### config.mk
export PLATFORM = sky130hd
export DESIGN_NAME = key_tx_queue_flat
export DESIGN_NICKNAME = d
export VERILOG_FILES = /design/src/rtl/key_tx_queue_if.sv /design/src/rtl/key_tx_queue.sv /design/src/flat_wrapper.sv
export SDC_FILE = /design/constraint.sdc
export NUM_CORES = 1
export LEC_CHECK = 0
export BUFFER_PORTS_ARGS = -buffer_cell sky130_fd_sc_hd__buf_4
export CORE_MARGIN = 10
export CORE_UTILIZATION = 55
export DETAILED_ROUTE_END_ITERATION = 10
export MAX_ROUTING_LAYER = met4
export PLACE_DENSITY = 0.8
export SYNTH_ARGS = -nofsm -noshare
export SYNTH_HDL_FRONTEND = slang
export SYNTH_SLANG_ARGS = --single-unit
export TNS_END_PERCENT = 100
### constraint.sdc
create_clock -name clk -period 6.3 [get_ports clk]
set_input_delay 0 -clock clk [delete_from_list [all_inputs] [get_ports clk]]
set_output_delay 0 -clock clk [all_outputs]
set_load 0.05 [all_outputs]
### src/rtl/key_tx_queue_if.sv
// key_tx_queue_if: byte handshake between the key/switch queue and the UART TX.
//   tx_data  : byte presented to the transmitter, stable until the next pop
//   tx_start : one-cycle send request
//   tx_busy  : transmitter busy, driven by the UART
// Modports: master = queue side, slave = UART side.
interface key_tx_queue_if #(
  parameter int DATA_W = 8
) ();
  logic [DATA_W-1:0] tx_data;
  logic              tx_start;
  logic              tx_busy;

  modport master (output tx_data, output tx_start, input tx_busy);
  modport slave  (input tx_data, input tx_start, output tx_busy);
endinterface

### src/rtl/key_tx_queue.sv
// key_tx_queue: buffered byte source for the UART transmitter.
// PS2 make codes (break sequences filtered, extended prefix optional) and
// button-loaded switch bytes are merged into a DEPTH-entry FIFO and drained
// through a start/busy handshake.
// Ports:
//   clk, rst_n          : clock, asynchronous active-low reset
//   scancode, new_code  : PS2 byte and its one-cycle strobe
//   sw, load_sw         : switch byte and its single-pulsed load
//   clr_ovf             : synchronous clear of the overflow flag
//   tx                  : UART handshake (tx_data, tx_start, tx_busy)
//   last_key            : most recent accepted make code
//   fifo_count          : registered occupancy, 0..DEPTH
//   overflow            : sticky, a byte was dropped on a full FIFO
module key_tx_queue #(
  parameter int               DATA_W      = 8,
  parameter int               DEPTH       = 16,
  parameter logic [DATA_W-1:0] BREAK_CODE = 8'hF0,
  parameter logic [DATA_W-1:0] EXT_CODE   = 8'hE0,
  parameter bit               KEEP_EXT    = 1'b0,
  parameter int               ACK_TIMEOUT = 15
) (
  input  logic                     clk,
  input  logic                     rst_n,
  input  logic [DATA_W-1:0]        scancode,
  input  logic                     new_code,
  input  logic [DATA_W-1:0]        sw,
  input  logic                     load_sw,
  input  logic                     clr_ovf,
  key_tx_queue_if.master           tx,
  output logic [DATA_W-1:0]        last_key,
  output logic [$clog2(DEPTH):0]   fifo_count,
  output logic                     overflow
);
  localparam int AW = $clog2(DEPTH);
  localparam int CW = AW + 1;
  localparam int TW = (ACK_TIMEOUT > 1) ? $clog2(ACK_TIMEOUT + 1) : 1;

  typedef enum logic [1:0] {IDLE, ACK, DONE} state_t;

  state_t            state;
  logic [DATA_W-1:0] mem [DEPTH];
  logic [AW-1:0]     wr_ptr;
  logic [AW-1:0]     rd_ptr;
  logic              skip;
  logic              pend;
  logic [DATA_W-1:0] pend_data;
  logic [TW-1:0]     ack_timer;

  logic              key_wr;
  logic              sw_wr;
  logic              wr;
  logic              full;
  logic              pop;
  logic              push;
  logic [DATA_W-1:0] wr_byte;

  always_comb begin
    key_wr = 1'b0;
    if (new_code && scancode != BREAK_CODE && !skip &&
        !(scancode == EXT_CODE && !KEEP_EXT))
      key_wr = 1'b1;
    // A pending switch byte yields to a key write in the same cycle.
    sw_wr   = pend && !key_wr;
    wr      = key_wr || sw_wr;
    wr_byte = key_wr ? scancode : pend_data;
    full    = (fifo_count == CW'(DEPTH));
    pop     = (state == IDLE) && (fifo_count != '0) && !tx.tx_busy;
    // A pop frees the slot the write needs, so full is not a drop then.
    push    = wr && (!full || pop);
  end

  // Filter state, switch pending register and status flags.
  always_ff @(posedge clk or negedge rst_n) begin
    if (!rst_n) begin
      skip      <= 1'b0;
      pend      <= 1'b0;
      pend_data <= '0;
      last_key  <= '0;
      overflow  <= 1'b0;
    end else begin
      if (new_code) begin
        if (scancode == BREAK_CODE) skip <= 1'b1;
        else if (skip)              skip <= 1'b0;
      end
      if (key_wr) last_key <= scancode;
      if (load_sw) begin
        pend      <= 1'b1;
        pend_data <= sw;
      end else if (sw_wr) begin
        pend <= 1'b0;
      end
      if (wr && full && !pop) overflow <= 1'b1;
      else if (clr_ovf)       overflow <= 1'b0;
    end
  end

  // FIFO pointers and occupancy; pointers wrap naturally at DEPTH.
  always_ff @(posedge clk or negedge rst_n) begin
    if (!rst_n) begin
      wr_ptr     <= '0;
      rd_ptr     <= '0;
      fifo_count <= '0;
    end else begin
      if (push) wr_ptr <= wr_ptr + AW'(1);
      if (pop)  rd_ptr <= rd_ptr + AW'(1);
      case ({push, pop})
        2'b10:   fifo_count <= fifo_count + CW'(1);
        2'b01:   fifo_count <= fifo_count - CW'(1);
        default: fifo_count <= fifo_count;
      endcase
    end
  end

  always_ff @(posedge clk) begin
    if (push) mem[wr_ptr] <= wr_byte;
  end

  // TX handshake. A missing busy response is tolerated: after ACK_TIMEOUT
  // cycles following tx_start the byte is treated as sent.
  always_ff @(posedge clk or negedge rst_n) begin
    if (!rst_n) begin
      state       <= IDLE;
      tx.tx_start <= 1'b0;
      tx.tx_data  <= '0;
      ack_timer   <= '0;
    end else begin
      tx.tx_start <= 1'b0;
      case (state)
        IDLE: begin
          if (pop) begin
            tx.tx_data  <= mem[rd_ptr];
            tx.tx_start <= 1'b1;
            ack_timer   <= '0;
            state       <= ACK;
          end
        end
        ACK: begin
          if (tx.tx_busy)                         state     <= DONE;
          else if (ack_timer == TW'(ACK_TIMEOUT)) state     <= IDLE;
          else                                    ack_timer <= ack_timer + TW'(1);
        end
        DONE: begin
          if (!tx.tx_busy) state <= IDLE;
        end
        default: state <= IDLE;
      endcase
    end
  end
endmodule

### src/flat_wrapper.sv
// flat-port wrapper written by rule: the top's interface ports become plain ports
module key_tx_queue_flat 
#(
  parameter int               DATA_W      = 8,
  parameter int               DEPTH       = 16,
  parameter logic [DATA_W-1:0] BREAK_CODE = 8'hF0,
  parameter logic [DATA_W-1:0] EXT_CODE   = 8'hE0,
  parameter bit               KEEP_EXT    = 1'b0,
  parameter int               ACK_TIMEOUT = 15
)
  (clk, rst_n, scancode, new_code, sw, load_sw, clr_ovf, last_key, fifo_count, overflow, tx_tx_data, tx_tx_start, tx_tx_busy);
  key_tx_queue_if #(.DATA_W(DATA_W)) tx_i ();
  input  logic clk;
  input  logic rst_n;
  input  logic [DATA_W-1:0] scancode;
  input  logic new_code;
  input  logic [DATA_W-1:0] sw;
  input  logic load_sw;
  input  logic clr_ovf;
  output logic [DATA_W-1:0] last_key;
  output logic [$clog2(DEPTH):0] fifo_count;
  output logic overflow;
  output wire logic [$bits(tx_i.tx_data)-1:0] tx_tx_data;
  output wire logic [$bits(tx_i.tx_start)-1:0] tx_tx_start;
  input wire logic [$bits(tx_i.tx_busy)-1:0] tx_tx_busy;
  assign tx_tx_data = tx_i.tx_data;
  assign tx_tx_start = tx_i.tx_start;
  assign tx_i.tx_busy = tx_tx_busy;
  key_tx_queue #(.DATA_W(DATA_W), .DEPTH(DEPTH), .BREAK_CODE(BREAK_CODE), .EXT_CODE(EXT_CODE), .KEEP_EXT(KEEP_EXT), .ACK_TIMEOUT(ACK_TIMEOUT)) u_core (.clk(clk), .rst_n(rst_n), .scancode(scancode), .new_code(new_code), .sw(sw), .load_sw(load_sw), .clr_ovf(clr_ovf), .tx(tx_i), .last_key(last_key), .fifo_count(fifo_count), .overflow(overflow));
endmodule
Word level (Yosys, flattened, before mapping)
Memory sizes are Yosys's and may differ from the RTL's. A register that Yosys moved wholly into a read port is not among the register bits.
Index checks and enable logic that the tools add are counted.
Widths: inputs -> output; s select.
{ "totals": {"regBits": 39, "latch_bits": 0, "ram_bits": 128, "mem_bits_ro": 0, "inputBits": 22, "memories": 1} }
{ "op_classes": {"addsub": 5, "mul": 0, "n_div": 0, "n_lt_le_gt_ge": 0, "eq_ne": 14, "n_shift": 0, "n_mux": 21, "bitwise": 0, "n_reduce_logical": 27} }
{ "memory_table": {"columns": ["name", "words", "width", "rd", "rd_clocked_by_memory_dff", "write_ports", "line", "source"], "rows": [
  ["u_core.mem", 16, 8, 1, 1, 1, "key_tx_queue.sv:41", "logic [DATA_W-1:0] mem [DEPTH];"]
]} }
{ "op_table": {"columns": ["operator", "n"], "rows": [
  ["$eq 8x8->1 const B", 2],
  ["$add 4x1->4 const B", 3],
  ["$mux 4", 3],
  ["$mux 1", 10],
  ["$pmux 5 s2", 1],
  ["$logic_and 1x1->1", 9],
  ["$mux 2", 4],
  ["$mux 8", 1],
  ["$ne 8x8->1 const B", 1],
  ["$pmux 4 s2", 1],
  ["$reduce_bool 2->1", 4],
  ["$logic_not 1->1", 7],
  ["$ne 2x2->1 const B", 3],
  ["$pmux 2 s3", 1],
  ["$add 5x1->5 const B", 1],
  ["$eq 5x5->1 const B", 1],
  ["$reduce_bool 5->1", 1],
  ["$sub 5x1->5 const B", 1],
  ["$eq 2x1->1 const B", 2],
  ["$eq 2x2->1 const B", 2],
  ["$eq 4x4->1 const B", 1],
  ["$reduce_and 4->1", 1],
  ["$ne 3x2->1 const B", 1],
  ["$reduce_and 3->1", 1],
  ["other kinds (4)", 5]
]} }

Depth between registers and ports, before layout
Gate-level depths: netlist of run 1.
{ "logic_depth": {"ltp_word": 11, "ltp_mapped": 11, "mapped_depth_nobuf": 10} }

Worst setup path before layout of run 1
OpenSTA, ideal clock, no wires.
{ "synth_path": {"path_type": "flip-flop to flip-flop", "start": "register u_core.fifo_count[0]", "end": "register u_core.fifo_count[4]", "setup_ns": 0.148, "t_arrival_ns": 2.509, "required_ns": 6.152, "slack_ns": 3.643, "stages_incl_launch_ff": 11, "path_buffers": 0, "period_less_slack_ns": 2.657, "path_cell_list": "dfrtp_1 nor4_4 a21oi_2 and2_1 inv_1 fa_1 nand2b_1 a21oi_1 nor2b_2 a221o_1 o211ai_1"} }
{ "synth_between": {"elab_chain_cells": 7, "elab_cells_between_ends": 13, "cone_classes": "2 x add/sub; 3 x eq/ne; 1 x mux; 7 x reduce/logical"} }
{ "synth_lines": {"columns": ["item", "line", "source"], "rows": [
  ["from (decl)", "key_tx_queue.sv:31", "output logic [$clog2(DEPTH):0] fifo_count,"],
  ["from (signal assigned)", "key_tx_queue.sv:107", "2'b10: fifo_count <= fifo_count + CW'(1);"],
  ["from (signal assigned)", "key_tx_queue.sv:108", "2'b01: fifo_count <= fifo_count - CW'(1);"],
  ["from (signal assigned)", "key_tx_queue.sv:109", "default: fifo_count <= fifo_count;"],
  ["$reduce_bool 5->1", "key_tx_queue.sv:67", "pop = (state == IDLE) && (fifo_count != '0) && !tx.tx_busy;"],
  ["$logic_and 1x1->1 (2 in series)", "key_tx_queue.sv:67", null],
  ["$logic_or 1x1->1", "key_tx_queue.sv:69", "push = wr && (!full || pop);"],
  ["$logic_and 1x1->1", "key_tx_queue.sv:69", null],
  ["$eq 2x1->1 / $eq 2x2->1 (equally long branches)", "key_tx_queue.sv:106", "case ({push, pop})"],
  ["$pmux 5 s2 / $reduce_bool 2->1 (equally long branches)", null, null]
]} }
Several ways; a longest one is shown, not always the timed one.
A chain may end at the register's enable or synchronous reset.

Final worst setup path of run 1
{ "layout_path": {"start": "register u_core.state[1]", "end": "register u_core.fifo_count[4]"} }
{ "layout_between": {"elab_chain_cells": 7, "elab_cells_between_ends": 9, "cone_classes": "2 x eq/ne; 1 x mux; 6 x reduce/logical"} }
{ "layout_lines": {"columns": ["item", "line", "source"], "rows": [
  ["from (decl)", "key_tx_queue.sv:40", "state_t state;"],
  ["from (signal assigned)", "key_tx_queue.sv:122", "state <= IDLE;"],
  ["from (signal assigned)", "key_tx_queue.sv:134", "state <= ACK;"],
  ["from (signal assigned)", "key_tx_queue.sv:138", "if (tx.tx_busy) state <= DONE;"],
  ["$logic_not 2->1 *", "key_tx_queue.sv:67", null],
  ["$logic_and 1x1->1 * (2 in series)", "key_tx_queue.sv:67", null],
  ["$logic_or 1x1->1", "key_tx_queue.sv:69", null],
  ["$logic_and 1x1->1", "key_tx_queue.sv:69", null],
  ["$eq 2x1->1 / $eq 2x2->1 (equally long branches)", "key_tx_queue.sv:106", null],
  ["$pmux 5 s2 / $reduce_bool 2->1 (equally long branches)", null, null]
]} }
Every way passes the cells marked *; elsewhere a longest branch is shown, timed or not.

==> metrics.txt, run 1 <==
RSZ-0062 raised after global routing=no; Wirelength per Cell=21.5 um; first-pass GRT wire length=24300 um; WP data required=6.60 ns; clock slew at reported path FFs=0.06 ns; most instantiated cells after synthesis=128 x edfxtp_1, 50 x nand2_1, 47 x dfrtp_1; sum of buffers and inverters on the critical path=1; Routed Antenna Nets=0; count of cell types in the netlist=46; CTS tree=built; final WL=around 15000 um; die width=134 um; drt pass-1 iters=6; Worst-Skew Late Latency=0.42 ns; max-slew violations=0; Reg area=around 5000 um2; Slew @ Worst Pin=1.09 ns; most frequent cell after synthesis=edfxtp_1; nets@finish=approximately 540; Setup WS pre-CTS=2.68 ns; number of synthesized register bits=175; post-synthesis sequential area ratio=a little over two thirds; Final Skew=0.00683 ns; crit-path max FO=26; # hold bufs at CTS=30; core area=12700 um2; vias in the first global route=approximately 4300; synth warn=0; CP top delay family=compound AO/OA/AOI/OAI gates; post-CTS setup buffers=0; EDFF count, synth=approximately 130; Initial Utilization=approximately 56%; Antenna Cells=0; post-route setup TNS=0 ns; fin crit share=57.7%; Max Fclk=0.275 GHz; Relative slew margins=a little over a quarter; Final Hold Vio Count=0; via count=4000; synthesized area=7120 um2; CP Capture Type=register; drt via density=5.81; Startpoint Class=register; largest net degree at the start of global routing=48; TritonCTS Buffers=17; GP Congestion=0.775; Port Buf Inserts=between 40 and 50; I/O pin total=45; Tmin final=3.63 ns; die height=134 um; FFs w/ async S/R, synth=26.9%; power per cell area=approximately 460 nW/um2; worst setup path start=u_core.state[1]; drt drc=0; area leader, netlist=edfxtp_1; top_reg_cell synth=edfxtp_1; reg-to-reg startpoint=u_core.state[1]; Pleak=about 3.1 nW; Multi-input gate area=1960 um2; Final WS setup=2.67 ns; row count=between 40 and 50; GRT overflow=0; depth of the CTS H-tree=4; hpwl dp=roughly 9300 um; Synth area leaders=edfxtp_1 54%, dfrtp_1 17%, mux4_2 10%; initial antenna violation count=0; Min-Delay Path Class=primary input to asynchronous set/reset pin; cells along the critical path=or3_1 -> a21oi_2 -> and2_1 -> inv_1 -> fa_1 -> nand2b_1 -> a21oi_1 -> nor2b_2 -> a221o_1 -> o211ai_1; status=complete, no violations; Layout Area Growth over Synthesis=19.0%; initial drt markers=between 400 and 500; Syn Nets=457; Fill cells=about 830; Root Buffer Master=clkbuf_16; crit path kind=register to register; post-CTS sizing=0; peak supply drop=0.224 mV; Tot GR Track Use=18.3%; maxcap violations=0; post-synthesis cell count=approximately 430; slowest stage delay, CP=0.84 ns; final setup vio count=0; CP max-delay cell=a21oi_2; synthesized area per cell=16.7 um2; Clock Sinks=175; worst endpoint data arrival time=3.93 ns; share of the synthesized area in the top cell type=54.0%; die footprint=about 18000 um2; share of layout cells above drive strength 1=roughly a quarter; clock buffer depth=2
==> power by group <==
part	leakage, nW	internal, W	switching, W
Sequential	1.73	0.00149	0.000183
Combinational	1.11	0.000520	0.000695
Clock	0.266	0.000579	0.000417
Total	3.10	0.00259	0.00130
==> state kept, by name, summed over array words and instances (netlist names) <==
name / count
u_core.mem: 128
u_core.last_key: 8
u_core.pend_data: 8
u_core.tx.tx_data: 8
u_core.fifo_count: 5
u_core.ack_timer: 4
u_core.rd_ptr: 4
u_core.wr_ptr: 4
u_core.state: 2
u_core.overflow: 1
u_core.pend: 1
u_core.skip: 1
u_core.tx.tx_start: 1
==> stage by stage <==
step | util [%] | power (W) | hold WS (ns) | instances | area [um2]
6_report | 66.9 | 0.00389 | 0.134 | 688 | 8470
2_1_floorplan | - | 0.00254 | -0.296 | 425 | 7120
5_1_grt | 66.9 | 0.00408 | 0.194 | 688 | 8470
3_5_place_dp | 60.1 | 0.00290 | 0.0682 | 627 | 7620
4_1_cts | 66.9 | 0.00391 | 0.155 | 688 | 8470
3_3_place_gp | 60.1 | 0.00284 | 0.0544 | 627 | 7620
==> cells in the final DEF, fill, tap and decap left out, types with 7 or more instances in the layout <==
| master | instances |
|---|---|
| a21oi_1 | 11 |
| o22ai_1 | 18 |
| nor2_1 | 11 |
| clkbuf_16 | 17 |
| and2_1 | 9 |
| edfxtp_1 | 128 |
| dfrtp_1 | 45 |
| xnor2_1 | 7 |
| buf_4 | 49 |
| dlygate4sd3_1 | 30 |
| inv_1 | 13 |
| mux4_2 | 32 |
| mux2_2 | 17 |
| ha_1 | 9 |
| nand2_1 | 50 |
==> layer usage <==
| layer | up-vias | share of wire (%) | wire length (um) | GRT usage [%] |
|---|---|---|---|---|
| li1 | 1789 | - | - | - |
| met1 | 2046 | 42 | 6150 | 22.5 |
| met2 | 142 | 50 | 7350 | 28.2 |
| met3 | 23 | 7.0 | 1030 | 5.60 |
| met4 | 0 | 1.8 | 268 | 6.65 |
| met5 | - | 0 | 0 | - |
==> kinds of logic (layout without fill, tap and decap cells) <==
group                      after synthesis  in the layout  synth area share, %
AOI/OAI and AO/OA                       48             48                 4.50
xor gates and xnor gates                11             11                 1.35
adders and majority gates               10             10                 1.86
buffers and inverters                   32            123                 1.88
DFF                                    175            175                 70.5
muxes                                   50             50                 13.0
and+or+nand+nor                         99             99                 6.93
==> path summary, 6_finish.rpt <==
check,end,slack [ns],depth (start not counted)
worst max-delay path,u_core.fifo_count[4],2.67,10
worst min register to register,u_core.last_key[6],0.49,2
max in group asynchronous,u_core.rd_ptr[3],5.73,2
worst max register to register,u_core.fifo_count[4],2.67,10
min in group clk,u_core.overflow,0.31,3
worst min-delay path,u_core.tx.tx_data[2],0.13,2
==> final cells by class <==
type                            instances  share of cell area, %
Multi-Input combinational cell        218                   23.2
Inverter                               13                  0.576
Clock inverter                         11                   1.36
Sequential cell                       175                   59.3
Tap cell                              172                   2.54
Clock buffer                           20                   5.16
Timing Repair Buffer                   79                   7.89
(Power assumes the default switching activity.)
==> run 2: changes to the inputs <==
--- a/config.mk
+++ b/config.mk
@@ -5,12 +5,13 @@
 export SDC_FILE = /design/constraint.sdc
 export NUM_CORES = 1
 export LEC_CHECK = 0
+export ABC_AREA = 1
 export BUFFER_PORTS_ARGS = -buffer_cell sky130_fd_sc_hd__buf_4
 export CORE_MARGIN = 10
-export CORE_UTILIZATION = 55
+export CORE_UTILIZATION = 54
 export DETAILED_ROUTE_END_ITERATION = 10
 export MAX_ROUTING_LAYER = met4
-export PLACE_DENSITY = 0.8
+export PLACE_DENSITY = 0.82
 export SYNTH_ARGS = -nofsm -noshare
 export SYNTH_HDL_FRONTEND = slang
 export SYNTH_SLANG_ARGS = --single-unit
==> constraint.sdc (replaced) <==
create_clock -name clk -period 3.2 [get_ports clk]
set_input_delay 0 -clock clk [delete_from_list [all_inputs] [get_ports clk]]
set_output_delay 0 -clock clk [all_outputs]
set_load 0.05 [all_outputs]
==> metrics.txt, run 2 <==
row count=42 (+2.4%); Pleak=3.38 nW (+8.8%); adder-cell share of the synthesized area=1.82% (-0.046 points); Synth area leaders=edfxtp_1 53%, dfrtp_1 16%, nor2_1 6.6%; Worst-Skew Late Latency=0.43 ns (about the same); reg2reg end=u_core.fifo_count[4]; DRT met1 WL=6910 um (+12%); count of cell types in the netlist=32 (-30%); sum of buffers and inverters on the critical path=3 (+2); top layer reached by signal wires=met4; mux cell area share after synthesis=0% (-13 points); R2R cell count=13 (+3); clock slew at reported path FFs=0.06 ns (about the same); RSZ-0062 raised after global routing=no; first-pass GRT wire length=26400 um (+8.7%); nets@finish=749 (+40%); core area=13200 um2 (+4.5%); initial drt markers=581 (+38%); max-slew violations=0 (unchanged); WHS=0.139 ns (+0.00495 ns); crit path kind=register to register; top_reg_cell synth=edfxtp_1; Antenna Cells=0 (unchanged); largest reg by FF count=u_core.mem; die width=136 um (+1.9%); Synth Area in XOR/XNOR=1.08% (-0.27 points); wire length on met3=1190 um (+16%); crit-path max FO=22 (-15%); reg-to-reg startpoint=u_core.state[1]; slowest stage delay, CP=0.41 ns (-0.43 ns); Max Fclk=0.385 GHz (+40%); met2 wire length=8230 um (+12%); Min-Delay Path Class=primary input to asynchronous set/reset pin; most frequent cells in the layout=129 x nor2_1, 128 x edfxtp_1, 83 x o21ai_0; post-synthesis simple-gate area fraction=12.4% (+5.5 points); maxcap violations=0 (unchanged); I/O pin total=45 (unchanged); Layout Area Growth over Synthesis=19.7%; power per cell area=911 nW/um2 (+98%); Clock Sinks=175 (unchanged); GRT overflow=0 (unchanged); synthesized area=7300 um2 (+2.5%); WP data required=3.52 ns (-3.08 ns); post-CTS setup buffers=0 (unchanged); main combinational cell family by area after synthesis=simple AND/OR/NAND/NOR gates; total power=0.00796 W (+100%); post-synthesis cell count=634 (+49%); vias in the first global route=5026 (+16%); synthesized area per cell=11.5 um2 (-31%); Final Skew=0.00805 ns (+0.00123 ns); fin crit share=81.2% (+24 points); depth of the CTS H-tree=4 (unchanged); Routed Antenna Nets=0 (unchanged); share of layout cells above drive strength 1=13.3% (-13 points); peak supply drop=0.443 mV (+98%); Wirelength per Cell=18.3 um (-15%); TritonCTS Buffers=17 (unchanged); via count=5115 (+28%); share of the synthesized area in the top cell type=52.7% (-1.3 points); Critical Path Most Common Cell=nand2_1; most instantiated cells after synthesis=129 x nor2_1, 128 x edfxtp_1, 83 x o21ai_0; worst endpoint data arrival time=2.92 ns (-1.01 ns); Slew @ Worst Pin=0.882 ns (-0.212 ns); CP Capture Type=register; post-synthesis sequential area ratio=68.8% (-1.7 points); EDFF count, synth=128 (unchanged); CTS tree=built; area leader, netlist=edfxtp_1; most common cell after layout, fill and taps aside=nor2_1; Relative slew margins=41.0% (+14 points); number of synthesized register bits=175 (unchanged); drt drc=0 (unchanged); largest net degree at the start of global routing=67 (+40%); Startpoint Class=register; compound-gate portion of the synthesized area=11.4% (+6.9 points); synth warn=0 (unchanged); CP top delay family=simple AND/OR/NAND/NOR gates; GP Congestion=0.877 (+13%); drt via density=5.65 (-2.9%); final setup vio count=0 (unchanged); CP max-delay cell=dfrtp_1; die footprint=18600 um2 (+3.8%); Syn Nets=666 (+46%); initial antenna violation count=0 (unchanged); cells along the critical path=nor3_1 -> nand2_2 -> inv_2 -> nand3_4 -> inv_1 -> ha_1 -> a21o_1 -> a31oi_1 -> nand2_1 -> nand2_1 -> nand2_1 -> nand2_1 -> inv_1; die height=136 um (+1.9%); final WL=16600 um (+12%); Final Hold Vio Count=0 (unchanged); most frequent cell after synthesis=nor2_1; post-CTS sizing=0 (unchanged); status=complete, no violations; slack of the worst reg-to-reg path=0.60 ns (-2.07 ns); Tmin final=2.60 ns (-1.03 ns); Tot GR Track Use=19.0% (+0.71 points); clock buffer depth=2 (unchanged); drt pass-1 iters=5 (-1); Initial Utilization=55.1% (-1.1 points); hpwl dp=10400 um (+12%); number of flip-flops in the largest register=128 (unchanged); Port Buf Inserts=44 (unchanged); post-route setup TNS=0 ns (unchanged); Root Buffer Master=clkbuf_16; FFs w/ async S/R, synth=26.9% (unchanged)
[run 2: cell count changes in the layout (fill, tap and decap cells not counted), moves of 8 or more]
cell	before	now
nor2_1	11	129
and2_1	9	0
nand2_1	50	67
o21ai_0	6	83
o21ai_1	0	10
o22ai_1	18	2
nand3_1	3	15
mux2_2	17	0
o211ai_1	1	31
mux4_2	32	0
inv_1	13	37
a31oi_1	0	8
[run 2: report_power, final]
| group | internal [W] | leakage (nW) | switching (W) |
|---|---|---|---|
| logic | 0.000854 | 1.36 | 0.00195 |
| clock network | 0.00118 | 0.283 | 0.000807 |
| registers | 0.00291 | 1.73 | 0.000255 |
| total | 0.00495 | 3.38 | 0.00301 |
[run 2: how the worst max path moves through the flow]
stage,cells after the start,from,to,slack [ns]
after CTS,13,u_core.state[1],u_core.fifo_count[4],0.63
after floorplan,14,u_core.fifo_count[0],u_core.fifo_count[4],0.85
after global placement,13,u_core.state[1],u_core.fifo_count[4],0.83
after global routing,13,u_core.state[1],u_core.fifo_count[4],0.38
final,13,u_core.state[1],u_core.fifo_count[4],0.60
after detailed placement,13,u_core.state[1],u_core.fifo_count[4],0.62
[run 2: metrics by stage]
step | worst slack, ns | instance area, um2 | instances | util (%)
3_3_place_gp | 0.832 | 7790 | 837 | 58.8
2_1_floorplan | 0.849 | 7300 | 634 | -
4_1_cts | 0.632 | 8740 | 906 | 66.0
5_1_grt | 0.383 | 8740 | 906 | 66.0
3_5_place_dp | 0.616 | 7790 | 837 | 58.8
6_report | 0.602 | 8740 | 906 | 66.0
[run 2: cells by family after synthesis]
kind of cell / Yosys count
AND/OR/NAND/NOR: 224
flip-flops: 175
AO/OA/AOI/OAI: 145
buffers and inverters: 71
adder cells (fa/ha/maj): 10
XOR/XNOR: 9
[run 2: repair_timing]
item,CTS,global route
endpoints found under the hold margin,69,0
endpoints found under the setup margin,0,0
hold buffers,37,0
[run 2: final cells by class]
type / count / area, um2
Sequential cell: 175 / 5020
Clock inverter: 12 / 118
Timing Repair Buffer: 94 / 823
Multi-Input combinational cell: 388 / 1950
Tap cell: 176 / 220
Fill cell: 947 / 4510
Inverter: 41 / 154
Clock buffer: 20 / 457
[run 2: layer usage]
layer	global-route usage, %	vias to the layer above
met1	24.0	2498
met4	6.69	0
met2	29.5	222
met3	4.61	23
li1	-	2372
met5	-	-
